--- src/rtl/eth_pkg.sv ---
// Shared definitions for the RMII-style dibit transmit/receive paths.
package eth_pkg;

    typedef enum logic [2:0] {
        ST_IDLE,
        ST_PREAMBLE,
        ST_SFD,
        ST_PAYLOAD,
        ST_PAD,
        ST_FCS,
        ST_IFG
    } tx_state_t;

    localparam logic [7:0]  ETH_PREAMBLE = 8'h55;
    localparam logic [7:0]  ETH_SFD      = 8'hD5;
    localparam logic [31:0] CRC32_POLY   = 32'hEDB88320;
    localparam logic [31:0] CRC32_INIT   = 32'hFFFFFFFF;

    // One reflected CRC-32 step for a single input bit.
    function automatic logic [31:0] crc32_bit(input logic [31:0] crc_in, input logic b);
        if (crc_in[0] ^ b)
            return (crc_in >> 1) ^ CRC32_POLY;
        else
            return crc_in >> 1;
    endfunction

    // Two bits per call, bit 0 of the dibit first (wire order).
    function automatic logic [31:0] crc32_step2(input logic [31:0] crc_in, input logic [1:0] dibit);
        return crc32_bit(crc32_bit(crc_in, dibit[0]), dibit[1]);
    endfunction

    // Dibit i of a byte, least significant pair first.
    function automatic logic [1:0] sel_dibit(input logic [7:0] b, input logic [1:0] i);
        logic [7:0] s;
        s = b >> {i, 1'b0};
        return s[1:0];
    endfunction

endpackage

--- src/rtl/crc32_dibit.sv ---
// Ethernet CRC-32 accumulator consuming one dibit per enabled cycle.
module crc32_dibit
    import eth_pkg::*;
(
    input  logic        clk,
    input  logic        rst_n,
    input  logic        clear,
    input  logic        en,
    input  logic [1:0]  dibit,
    output logic [31:0] crc
);

    // CRC state register; clear wins over en.
    always_ff @(posedge clk or negedge rst_n) begin
        if (!rst_n)
            crc <= CRC32_INIT;
        else if (clear)
            crc <= CRC32_INIT;
        else if (en)
            crc <= crc32_step2(crc, dibit);
    end

endmodule

--- src/rtl/eth_rmii_tx.sv ---
// Byte-stream to dibit Ethernet framer: preamble/SFD, pad, FCS, inter-frame gap.
module eth_rmii_tx
    import eth_pkg::*;
#(
    parameter int unsigned PREAMBLE_BYTES  = 7,
    parameter int unsigned MIN_FRAME_BYTES = 60,
    parameter int unsigned MAX_FRAME_BYTES = 1514,
    parameter int unsigned IFG_BYTES       = 12
) (
    input  logic       clk,
    input  logic       rst_n,
    input  logic       axiiv,
    input  logic [7:0] axiid,
    input  logic       axiilast,
    output logic       axiiready,
    output logic       axiov,
    output logic [1:0] axiod,
    output logic       tx_busy,
    output logic       tx_err
);

    localparam logic [10:0] PRE_LAST = 11'(PREAMBLE_BYTES - 1);
    localparam logic [10:0] MIN_CNT  = 11'(MIN_FRAME_BYTES);
    localparam logic [10:0] MAX_CNT  = 11'(MAX_FRAME_BYTES);
    localparam logic [10:0] SAT_CNT  = 11'(MAX_FRAME_BYTES + 1);
    localparam logic [10:0] IFG_LAST = 11'(IFG_BYTES - 1);

    tx_state_t   state, state_n;
    logic [1:0]  d, d_n;
    logic [10:0] cnt, cnt_n, cnt_inc;
    logic [7:0]  hold, hold_n;
    logic        last_seen, last_n;
    logic        crc_en, crc_clear;
    logic [31:0] crc, fcs, fcs_sh;

    // cnt doubles as preamble-byte, payload-byte, FCS-byte and IFG-byte counter.
    assign cnt_inc = (cnt == SAT_CNT) ? cnt : cnt + 11'd1;
    assign fcs     = ~crc;
    assign fcs_sh  = fcs >> {cnt[1:0], d, 1'b0};

    crc32_dibit u_crc (
        .clk   (clk),
        .rst_n (rst_n),
        .clear (crc_clear),
        .en    (crc_en),
        .dibit (axiod),
        .crc   (crc)
    );

    // State and datapath registers.
    always_ff @(posedge clk or negedge rst_n) begin
        if (!rst_n) begin
            state     <= ST_IDLE;
            d         <= '0;
            cnt       <= '0;
            hold      <= '0;
            last_seen <= 1'b0;
        end else begin
            state     <= state_n;
            d         <= d_n;
            cnt       <= cnt_n;
            hold      <= hold_n;
            last_seen <= last_n;
        end
    end

    // Next-state, handshake and dibit output decode; all transitions land on d=3.
    always_comb begin
        state_n   = state;
        d_n       = d + 2'd1;
        cnt_n     = cnt;
        hold_n    = hold;
        last_n    = last_seen;
        axiov     = 1'b0;
        axiod     = '0;
        axiiready = 1'b0;
        tx_busy   = (state != ST_IDLE);
        tx_err    = 1'b0;
        crc_en    = 1'b0;
        crc_clear = 1'b0;
        case (state)
            ST_IDLE: begin
                d_n   = '0;
                cnt_n = '0;
                if (axiiv) state_n = ST_PREAMBLE;
            end
            ST_PREAMBLE: begin
                axiov = 1'b1;
                axiod = sel_dibit(ETH_PREAMBLE, d);
                if (d == 2'd3) begin
                    if (cnt == PRE_LAST) begin
                        state_n = ST_SFD;
                        cnt_n   = '0;
                    end else begin
                        cnt_n = cnt + 11'd1;
                    end
                end
            end
            ST_SFD: begin
                axiov = 1'b1;
                axiod = sel_dibit(ETH_SFD, d);
                if (d == 2'd3) begin
                    axiiready = 1'b1;
                    if (axiiv) begin
                        hold_n  = axiid;
                        last_n  = axiilast;
                        cnt_n   = 11'd1;
                        state_n = ST_PAYLOAD;
                    end else begin
                        tx_err  = 1'b1;
                        cnt_n   = '0;
                        state_n = ST_IFG;
                    end
                end
            end
            ST_PAYLOAD: begin
                axiov  = 1'b1;
                axiod  = sel_dibit(hold, d);
                crc_en = 1'b1;
                if (d == 2'd3) begin
                    if (last_seen) begin
                        if (cnt < MIN_CNT) begin
                            state_n = ST_PAD;
                        end else begin
                            state_n = ST_FCS;
                            cnt_n   = '0;
                        end
                    end else begin
                        axiiready = 1'b1;
                        // Underrun and oversize share one abort path into IFG.
                        if (!axiiv || cnt == MAX_CNT) begin
                            tx_err  = 1'b1;
                            cnt_n   = '0;
                            state_n = ST_IFG;
                        end else begin
                            hold_n = axiid;
                            last_n = axiilast;
                            cnt_n  = cnt_inc;
                        end
                    end
                end
            end
            ST_PAD: begin
                axiov  = 1'b1;
                crc_en = 1'b1;
                if (d == 2'd3) begin
                    if (cnt_inc >= MIN_CNT) begin
                        state_n = ST_FCS;
                        cnt_n   = '0;
                    end else begin
                        cnt_n = cnt_inc;
                    end
                end
            end
            ST_FCS: begin
                axiov = 1'b1;
                axiod = fcs_sh[1:0];
                if (d == 2'd3) begin
                    if (cnt[1:0] == 2'd3) begin
                        state_n = ST_IFG;
                        cnt_n   = '0;
                    end else begin
                        cnt_n = cnt + 11'd1;
                    end
                end
            end
            ST_IFG: begin
                crc_clear = 1'b1;
                if (d == 2'd3) begin
                    if (cnt == IFG_LAST) begin
                        state_n = ST_IDLE;
                        cnt_n   = '0;
                    end else begin
                        cnt_n = cnt + 11'd1;
                    end
                end
            end
            default: state_n = ST_IDLE;
        endcase
    end

endmodule

--- config.mk ---
export PLATFORM = sky130hd
export DESIGN_NAME = eth_rmii_tx
export DESIGN_NICKNAME = d
export VERILOG_FILES = /design/src/rtl/eth_pkg.sv /design/src/rtl/crc32_dibit.sv /design/src/rtl/eth_rmii_tx.sv
export SDC_FILE = /design/constraint.sdc
export NUM_CORES = 1
export LEC_CHECK = 0
export ABC_AREA = 1
export CAP_MARGIN = 10
export CORE_AREA = 2 2 117 119
export CTS_CLUSTER_DIAMETER = 60
export CTS_CLUSTER_SIZE = 30
export DETAILED_ROUTE_END_ITERATION = 10
export DIE_AREA = 0 0 119 121
export HOLD_SLACK_MARGIN = 0.08
export PLACE_DENSITY = 0.57
export SETUP_SLACK_MARGIN = 0.15
export SYNTH_ARGS = -nofsm -noshare
export SYNTH_HDL_FRONTEND = slang
export SYNTH_SLANG_ARGS = --single-unit
--- constraint.sdc ---
create_clock -name clk -period 1.95 [get_ports clk]
set_clock_uncertainty 0.15 [all_clocks]
set_input_delay 0.195 -clock clk [delete_from_list [all_inputs] [get_ports clk]]
set_output_delay 0.195 -clock clk [all_outputs]
set_load 0.01 [all_outputs]
==> key figures <==
Detailed routing
  • Post-DRT Antenna Nets: 0
  • Vias per cell: 4.92
  • Final WL: ~14000 um
  • Routed vias: 4407
  • Iter 0 DRT Violations: between 200 and 300
  • Initial DRT Pass Iterations: 5
  • DR DRC count: 0
  • WL/cell: 15.2 um

Worst setup path
  • Crit Path Max Fanout: 8
  • Critical Path Start Type: flip-flop
  • Worst Path Arrival: about 2.2 ns
  • Crit Path Category: flip-flop to flip-flop
  • Capturing element type of the critical path: flip-flop
  • Reg2Reg Setup Slack: -0.16 ns
  • CP required: approximately 2 ns

Layout
  • Storage cell area: between 1000 and 1500 um^2
  • Nets: 732
  • Commonest non-fill, non-tap cell in the layout: nand2_1
  • Area of the multi-input gates: roughly 2700 um^2
  • Fillers: 1157
  • Most frequent cells in the layout: nand2_1, buf_4, inv_1
  • Area Overhead vs Synth: 69.4%
  • Final Util: between 50% and 60%
  • N_diodes: 0
  • Share of layout cells above drive strength 1: between 50% and 60%

Synthesis
  • #FFs+latches synth: 57
  • Largest family of logic cells by synthesized area: simple AND/OR/NAND/NOR gates
  • Yosys top cell by area: dfstp_2
  • Ys flop type: dfstp_2
  • Post-synth EDFFs: 0
  • Area share of the largest cell type after synthesis: between 20% and 30%
  • Post-Synth Simple-Gate Area: 33.9%
  • Post-Synth XOR/XNOR Area: under 10%
  • Cell Area, Synth: around 3900 um^2
  • Post-synthesis compound-gate area fraction: between 10% and 20%
  • Mapped Cells: between 500 and 600
  • Synth Warn #: 0
  • Synthesized area per cell: between 7 and 8 um^2
  • Post-Syn Nets: between 500 and 600
  • Async SR Flop Fraction: 100%
  • Synth Area in Adders: 1.61%
  • Area contributors post-synth: dfstp_2, dfrtp_1, nand2_1
  • Post-synthesis mux area share: roughly 2.0%
  • Yosys cell types: 40
  • Sequential fraction of the synthesis area: about 38%

Timing
  • Achievable Freq: 0.473 GHz
  • Final Cycle Share: 108%
  • Final hold violation count: 0
  • Max-slew violation count: 0
  • Least-Margin Pin Slew: 0.341 ns
  • Final setup vio count: 44
  • Final setup margin: -0.162 ns
  • Worst rel slew slack: just under 80%
  • Min Tclk post-route: roughly 2.1 ns
  • Setup repair after global routing missed its margin: yes

Clock network
  • Clock Sinks: 57
  • Clk_lat worst skew: between 0.3 and 0.4 ns
  • H-tree Lvls: 3
  • CTS tree: built
  • CTS Buf Count: 9
  • Clock transition at the registers of the reported paths: 0.05 ns
  • Root Buffer Master: clkbuf_16
  • Max Buffers Root-to-Sink: 2

Power and ir drop
  • Total leakage power: around 3.2 nW
  • Total power: between 10 and 15 mW
  • Worst VDD drop: roughly 0.87 mV
  • Pwr Density: around 1700 nW/um^2

Die
  • I/O pin cnt: 18
  • Die area: 14400 um^2
  • Initial Util: 29.7%
  • Cell row count: 42
  • Core ar.: roughly 13000 um^2
  • Die H: 121 um
  • Die span in x: 119 um

Global route
  • Vias in the first global route: between 4000 and 5000
  • Initial antenna violation count: 0
  • Global-route wire length before repair: 20800 um
  • GRT Resource Usage Total: 18.0%
  • Total congestion overflow: 0
  • Pin count of the biggest net entering global routing: 58

Placed design
  • Detailed Place HPWL: 8070 um
  • Input/output buffers: 17
  • GPL Wtd Cong: 0.881

Outcome
  • Status: finished, violations left
  • Failing checks: negative setup slack

Run
  • Max capacitance violation total: 0

Worst hold path
  • Hold WC Path Type: input pin to flip-flop
metal layers:
layer	GRT usage [%]	vias to the layer above	wire length [um]
met5	0	-	0
met4	6.62	0	422
met3	3.67	38	583
met2	30.7	107	6930
met1	22.5	2169	5700
li1	-	2093	-
kinds of logic after synthesis:
group	count (synthesis)
buffers and inverters	110
and+or+nand+nor	288
AOI/OAI and AO/OA	77
muxes	7
DFF	57
xor gates and xnor gates	6
adders and majority gates	5
power breakdown:
part | internal [mW] | switching [mW] | total [mW]
sequential | 1.90 | 0.373 | 2.27
clock | 1.09 | 0.547 | 1.64
combinational | 3.23 | 4.04 | 7.27
final timing paths:
kind                                            from                        end  depth (start not counted)
hold / removal                              axiilast      last_seen$_DFFE_PN0P_                          3
hold reg to reg            u_crc.crc[13]$_DFFE_PN1P_  u_crc.crc[13]$_DFFE_PN1P_                          2
max in group asynchronous                      rst_n  u_crc.crc[20]$_DFFE_PN1P_                          3
min in group asynchronous                      rst_n             d[1]$_DFF_PN0_                          3
setup / recovery                      d[0]$_DFF_PN0_  u_crc.crc[22]$_DFFE_PN1P_                         16
setup reg to reg                      d[0]$_DFF_PN0_  u_crc.crc[22]$_DFFE_PN1P_                         16
registers in the layout, summed over array words and instances (netlist names):
| signal | count |
|---|---|
| cnt | 11 |
| d | 2 |
| hold | 8 |
| last_seen | 1 |
| state | 3 |
| u_crc.crc | 32 |
layout make-up:
| type | count | share of cell area (%) |
|---|---|---|
| well taps | 176 | 3.35 |
| repair buffers | 163 | 22.5 |
| flip-flops and latches | 57 | 22.4 |
| repair inverters | 2 | 0.305 |
| multi-input cells | 385 | 40.5 |
| inverters | 97 | 6.19 |
| clock buffers | 14 | 4.17 |
| clock inverters | 2 | 0.533 |
critical path, stage by stage (launching register included):
cell and delay (ns):
dfrtp_2 0.44, buf_8 0.16, inv_8 0.10, nand2_1 0.06, nand3_1 0.08, a21oi_2 0.07, nor2_2 0.15, nand2_4 0.09
nand2_4 0.09, buf_6 0.11, nand2_8 0.10, nand2_8 0.11, inv_8 0.05, nand2_2 0.07, nand3_2 0.08, o21ai_1 0.08
inv_1 0.05
metrics by stage:
stage | worst slack [ns] | TNS, ns | instances | cell area, um^2 | hold WS [ns]
finish | -0.162 | -3.97 | 896 | 6570 | 0.265
global placement | -0.167 | -5.03 | 830 | 5040 | 0.0872
global route | -0.263 | -8.11 | 896 | 6570 | 0.323
detailed placement | -0.229 | -6.23 | 830 | 5040 | 0.0908
floorplan | 0.0676 | 0 | 550 | 3950 | -0.251
CTS | -0.0757 | -1.17 | 871 | 5950 | 0.262
Yosys cell counts, types with 7 or more instances:
master   count
nor2_1      38
nand2_2      8
dfrtp_1     25
dfstp_2     32
a21oi_1     14
a22oi_1     10
nand3_1     63
nor3_1      12
nand2_1    148
inv_1       86
o21ai_1     19
o21ai_0     23
mux2_2       7
inv_2        9
timing repair:
action / 4_1_cts / 5_1_grt
endpoints found under the hold margin: 57 / 0
setup buffers: 21 / 22
gates resized for setup: 138 / 97
hold buffers: 1 / 0
setup endpoints to repair: 51 / 61
pin swaps: 37 / 65
cloned: 3 / 3
(Power assumes the default switching activity.)
